[config.mk]
export PLATFORM = sky130hd
export DESIGN_NAME = alu_issue_stage
export DESIGN_NICKNAME = d
export VERILOG_FILES = /design/src/rtl/alu_issue_stage.sv
export SDC_FILE = /design/constraint.sdc
export NUM_CORES = 1
export LEC_CHECK = 0
export CAP_MARGIN = 20
export CELL_PAD_IN_SITES_DETAIL_PLACEMENT = 1
export CELL_PAD_IN_SITES_GLOBAL_PLACEMENT = 1
export CORE_MARGIN = 2
export CORE_UTILIZATION = 35
export CTS_BUF_LIST = sky130_fd_sc_hd__clkbuf_2 sky130_fd_sc_hd__clkbuf_4 sky130_fd_sc_hd__clkbuf_8
export DETAILED_ROUTE_END_ITERATION = 16
export PLACE_DENSITY = 0.95
export SLEW_MARGIN = 20
export SYNTH_ARGS = -nofsm -noshare
export SYNTH_HDL_FRONTEND = slang
export SYNTH_SLANG_ARGS = --single-unit
[constraint.sdc]
create_clock -name CLK -period 7.86 [get_ports CLK]
set_input_delay 1.965 -clock CLK [delete_from_list [all_inputs] [get_ports CLK]]
set_output_delay 1.965 -clock CLK [all_outputs]
set_load 0.005 [all_outputs]
[src/rtl/alu_issue_stage.sv]
// ---------------------------------------------------------------------------
// alu_issue_stage
//   Driving end of the abstracted-ALU interface. An ID/EX issue register (E)
//   presents rdat1/rdat2/immediate/ALUSrc/ALUOP to an external combinational
//   ALU, with operand forwarding from the EX/MEM result register (R) and from
//   the writeback port. The ALU outputs are captured into R. Both the decode
//   side and the memory side use valid/ready handshakes.
//
// Ports
//   CLK, RST            clock, synchronous active-high reset
//   flush               squash the issue register at the next edge
//   in_valid/in_ready   decode-side handshake
//   in_rdat1/2, in_imm  operand values, in_alusrc/in_aluop control
//   in_rs/in_rt/in_rd   source/destination registers, in_regwen writes rd
//   wb_wen/wsel/wdat    register-file writeback, used as a forwarding source
//   alu_*  (out)        forwarded operands and control to the ALU
//   alu_*  (in)         ALU result and zero/over/neg flags
//   out_valid/out_ready memory-side handshake
//   out_result, out_zero/over/neg, out_rd, out_regwen   registered result
// ---------------------------------------------------------------------------
module alu_issue_stage #(
   parameter int WIDTH = 32,
   parameter int OPW   = 4,
   parameter int REGW  = 5
) (
   input  logic             CLK,
   input  logic             RST,
   input  logic             flush,
   input  logic             in_valid,
   output logic             in_ready,
   input  logic [WIDTH-1:0] in_rdat1,
   input  logic [WIDTH-1:0] in_rdat2,
   input  logic [WIDTH-1:0] in_imm,
   input  logic             in_alusrc,
   input  logic [OPW-1:0]   in_aluop,
   input  logic [REGW-1:0]  in_rs,
   input  logic [REGW-1:0]  in_rt,
   input  logic [REGW-1:0]  in_rd,
   input  logic             in_regwen,
   input  logic             wb_wen,
   input  logic [REGW-1:0]  wb_wsel,
   input  logic [WIDTH-1:0] wb_wdat,
   output logic [WIDTH-1:0] alu_rdat1,
   output logic [WIDTH-1:0] alu_rdat2,
   output logic [WIDTH-1:0] alu_imm,
   output logic             alu_alusrc,
   output logic [OPW-1:0]   alu_aluop,
   input  logic [WIDTH-1:0] alu_outport,
   input  logic             alu_zero,
   input  logic             alu_over,
   input  logic             alu_neg,
   output logic             out_valid,
   input  logic             out_ready,
   output logic [WIDTH-1:0] out_result,
   output logic             out_zero,
   output logic             out_over,
   output logic             out_neg,
   output logic [REGW-1:0]  out_rd,
   output logic             out_regwen
);

   // Issue register (E)
   logic             r_e_valid;
   logic [WIDTH-1:0] r_e_rdat1;
   logic [WIDTH-1:0] r_e_rdat2;
   logic [WIDTH-1:0] r_e_imm;
   logic             r_e_alusrc;
   logic [OPW-1:0]   r_e_aluop;
   logic [REGW-1:0]  r_e_rs;
   logic [REGW-1:0]  r_e_rt;
   logic [REGW-1:0]  r_e_rd;
   logic             r_e_regwen;

   // Result register (R)
   logic             r_out_valid;
   logic [WIDTH-1:0] r_out_result;
   logic             r_out_zero;
   logic             r_out_over;
   logic             r_out_neg;
   logic [REGW-1:0]  r_out_rd;
   logic             r_out_regwen;

   logic             w_r_adv;
   logic             w_e_adv;
   logic             w_load_e;
   logic [WIDTH-1:0] w_fwd_a;
   logic [WIDTH-1:0] w_fwd_b;

   // Operand forwarding: R first, then writeback, then the captured value.
   // Register 0 is hard-wired and never forwarded.
   function automatic logic [WIDTH-1:0] f_fwd(
      input logic [REGW-1:0]  src,
      input logic [WIDTH-1:0] cap,
      input logic             r_hit_en,
      input logic [REGW-1:0]  r_rd,
      input logic [WIDTH-1:0] r_res,
      input logic             wb_en,
      input logic [REGW-1:0]  wb_sel,
      input logic [WIDTH-1:0] wb_dat
   );
      logic [WIDTH-1:0] v;
      v = cap;
      if (src != '0) begin
         if (r_hit_en && (r_rd == src))
            v = r_res;
         else if (wb_en && (wb_sel == src))
            v = wb_dat;
      end
      return v;
   endfunction

   assign w_r_adv  = ~r_out_valid | out_ready;
   assign w_e_adv  = ~r_e_valid | w_r_adv;
   assign w_load_e = in_valid & ~flush;
   assign in_ready = w_e_adv;

   assign w_fwd_a = f_fwd(r_e_rs, r_e_rdat1, r_out_valid & r_out_regwen, r_out_rd,
                          r_out_result, wb_wen, wb_wsel, wb_wdat);
   assign w_fwd_b = f_fwd(r_e_rt, r_e_rdat2, r_out_valid & r_out_regwen, r_out_rd,
                          r_out_result, wb_wen, wb_wsel, wb_wdat);

   assign alu_rdat1  = w_fwd_a;
   assign alu_rdat2  = w_fwd_b;
   assign alu_imm    = r_e_imm;
   assign alu_alusrc = r_e_alusrc;
   assign alu_aluop  = r_e_aluop;

   // ---- Stage boundary: decode -> issue register ----
   always_ff @(posedge CLK) begin
      if (RST) begin
         r_e_valid  <= 1'b0;
         r_e_rdat1  <= '0;
         r_e_rdat2  <= '0;
         r_e_imm    <= '0;
         r_e_alusrc <= 1'b0;
         r_e_aluop  <= '0;
         r_e_rs     <= '0;
         r_e_rt     <= '0;
         r_e_rd     <= '0;
         r_e_regwen <= 1'b0;
      end else if (w_e_adv) begin
         r_e_valid <= w_load_e;
         if (w_load_e) begin
            r_e_rdat1  <= in_rdat1;
            r_e_rdat2  <= in_rdat2;
            r_e_imm    <= in_imm;
            r_e_alusrc <= in_alusrc;
            r_e_aluop  <= in_aluop;
            r_e_rs     <= in_rs;
            r_e_rt     <= in_rt;
            r_e_rd     <= in_rd;
            r_e_regwen <= in_regwen;
         end
      end else begin
         // Stalled with a valid entry: latch forwarded operands so a value
         // draining out of R or writeback this cycle is not lost.
         r_e_valid <= ~flush;
         r_e_rdat1 <= w_fwd_a;
         r_e_rdat2 <= w_fwd_b;
      end
   end

   // ---- Stage boundary: issue register -> EX/MEM result register ----
   always_ff @(posedge CLK) begin
      if (RST) begin
         r_out_valid  <= 1'b0;
         r_out_result <= '0;
         r_out_zero   <= 1'b0;
         r_out_over   <= 1'b0;
         r_out_neg    <= 1'b0;
         r_out_rd     <= '0;
         r_out_regwen <= 1'b0;
      end else if (w_r_adv) begin
         r_out_valid  <= r_e_valid;
         r_out_result <= alu_outport;
         r_out_zero   <= alu_zero;
         r_out_over   <= alu_over;
         r_out_neg    <= alu_neg;
         r_out_rd     <= r_e_rd;
         r_out_regwen <= r_e_regwen & (r_e_rd != '0);
      end
   end

   assign out_valid  = r_out_valid;
   assign out_result = r_out_result;
   assign out_zero   = r_out_zero;
   assign out_over   = r_out_over;
   assign out_neg    = r_out_neg;
   assign out_rd     = r_out_rd;
   assign out_regwen = r_out_regwen;

endmodule

==> flow_summary.ini, run 1 <==
[timing]
fmax_mhz = 148
tightest_slew_ns = 1.15
setup-violations-final = 0
hold_violations = 0
grt_setup_unrepaired = no
finalClockSkew_ns = 0.0211
tns_ns = 0
fin_crit_ns = 6.76
finalCritPeriodShare = 0.860
fin_ws_ns = 1.10
holdWs_ns = 0.454
slew_viol_final = 0
relSlewSlack = 0.233

[pwr]
ir_drop_uv = 100
power.density_nw_per_um2 = 155
sw_frac_of_total = 0.311
power.static_leakage_nw = 3.97
pwr-share-seq = 0.457
power_mw = 1.96
switching_power_uw = 608
intPower_mw = 1.35
pwr-share-comb = 0.204
power_frac_clock = 0.340

[yosys]
synth_top_cell_by_area = dfxtp_1
syn_area_per_cell_um2 = 8.09
synth_compound_area_frac = 0.390
synth-async-reset-ratio = 0
synth_fa_ha_area_frac = 0
ys_seq_area_frac = 0.362
yosys.area_share.simple = 0.156
synth_top_family_by_area = compound AO/OA/AOI/OAI gates
syn-num-nets = 1289
synth_area_leaders = dfxtp_1 36%, a22oi_1 10%, nand2_1 8.0%
synth_ff_type = dfxtp_1
synth_edf_count = 0
ys_ff_latch = 160
syn_inst = 1094
synthMuxAreaShare = 0
synth_cell_types = 39
synth_area_um2 = 8850
yosysWarnings = 0
yosys.area.top_type_share = 0.362
synthXorXnorAreaFrac = 0.0198

[global_route]
antenna_found_initial = 1
grt_first_pass_wirelength_um = 60000
grt_use_total = 0.286
first_global_vias = 10800
grt_overflow_total = 0
grt_max_degree = 88

[route]
drt-initial-drc-count = 767
drtAntennaViolNets = 0
wl_per_cell_um = 23.3
drt-pass1-iter-count = 6
drt_wl_total_um = 39300
vias_per_cell = 6.17
drc_errors = 0
num_vias = 10400

[setup_path]
crit_path_start = wb_wsel[3]
path_max_fanout = 23
crit_type = in -> out
crit_path_end_kind = primary output
cp-start-kind = input pin
required_ns = 5.89
critPathArrivalTime_ns = 4.80
r2r-start = out_valid

[floorplan]
placementRows = 58
die_h_um = 163
start_util = 0.353
die_w_um = 163
core_area_um2 = 25000
ioPinCount = 339
die-area_um2 = 26600

[layout]
fin_area_um2 = 12600
layout_common_cells = 337 x clkdlybuf4s50_1, 187 x nand2_1, 160 x dfxtp_1
final_layout_size_suffix_gt1_frac = 0.0533
final_common_cell = clkdlybuf4s50_1
area.growth.synth_to_final_pct = 42.9
final_core_util = 0.505
fin_nets = 1533
fin_cells = 1683

[cts]
clock_sinks = 160
numCtsBuffers = 17
cts_htree_levels = 4
cts_tree = done
clk_pin_slew_ns = 0.10
root_buffer = clkbuf_8
clk_latency_ns = 0.46
cts_resized = 0
clockBufferDepth = 2
cts_setup_buffers = 0
cts_hold_buffers = 0

[placement]
gp_congestion = 0.842
place_ws_ns = 1.16
place_hpwl_um = 25500
placed_cells = 1649
portBuffers = 338
placed_area_um2 = 12200

[run_status]
status = finished, final reports clean

[min_path]
min_from = out_over
hold_path_class = reg -> reg

[flow_run]
maxCapViolations = 0
-- Yosys cell counts, types with 17 or more instances --
master,n
nand2_1,188
dfxtp_1,160
a22oi_1,120
a21oi_1,94
a31oi_1,88
clkbuf_1,77
o211ai_1,65
o2bb2ai_1,64
buf_2,40
a32oi_1,32
and2_1,28
and4_1,25
nor3_1,17
-- flip-flops by register name, indices dropped and copies added (netlist names), 4 cells and up --
name	flops
r_e_rd	5
r_e_rt	5
alu_aluop	4
out_rd	5
r_e_rs	5
r_e_rdat2	32
alu_imm	32
out_result	32
r_e_rdat1	32
-- worst paths after layout --
kind                                      end  slack [ns]  cells past startpoint
worst max-delay path            alu_rdat1[31]        1.10                      8
worst min-delay path                 out_over        0.45                      2
worst max register to register     alu_imm[6]        4.68                      8
worst min register to register       out_over        0.45                      2
-- logic make-up after synthesis --
family	Yosys count
compound gates	485
xor+xnor	20
buf+inv	140
flops	160
simple gates	289
-- layout make-up --
| class | instances | area [µm²] |
|---|---|---|
| sequential | 160 | 3200 |
| inverter | 9 | 33.8 |
| antenna | 2 | 5.00 |
| clock buffer | 17 | 234 |
| multi-input combinational | 794 | 5070 |
| fill | 2906 | 12400 |
| tap | 330 | 413 |
| timing repair buffer | 356 | 3520 |
| clock inverter | 15 | 173 |
-- per-layer routing --
layer,global-route usage,share of wire,up-vias,wire (µm)
met3,0.0675,0.075,98,2960
met1,0.347,0.41,5120,16000
li1,-,-,4666,-
met5,0,0,-,0
met2,0.482,0.48,503,18800
met4,0.127,0.037,0,1470
-- critical path, cell delays in order --
cell and delay [ns]:
clkdlybuf4s50_1 0.46, xor2_1 0.19, nor4_4 0.51, o211a_2 0.39, buf_4 0.37, a22oi_1 0.16, o2bb2ai_1 0.23, clkdlybuf4s50_1 0.53
-- power by group through the flow --
stage                     clock network (mW)  logic, mW  registers [mW]
after floorplan                            0      0.160           0.898
after global placement                     0      0.386           0.908
after detailed placement                   0      0.395           0.911
after CTS                              0.680      0.398           0.892
after global routing                   0.709      0.426           0.898
final                                  0.665      0.399           0.893
(Power assumes the default switching activity.)
==> inputs of run 2 (changes only) <==
--- a/config.mk
+++ b/config.mk
@@ -5,7 +5,6 @@
 export SDC_FILE = /design/constraint.sdc
 export NUM_CORES = 1
 export LEC_CHECK = 0
-export CAP_MARGIN = 20
 export CELL_PAD_IN_SITES_DETAIL_PLACEMENT = 1
 export CELL_PAD_IN_SITES_GLOBAL_PLACEMENT = 1
 export CORE_MARGIN = 2
==> results of run 2 <==
No change in the layout: final DEF, timing and power equal those of run 1.
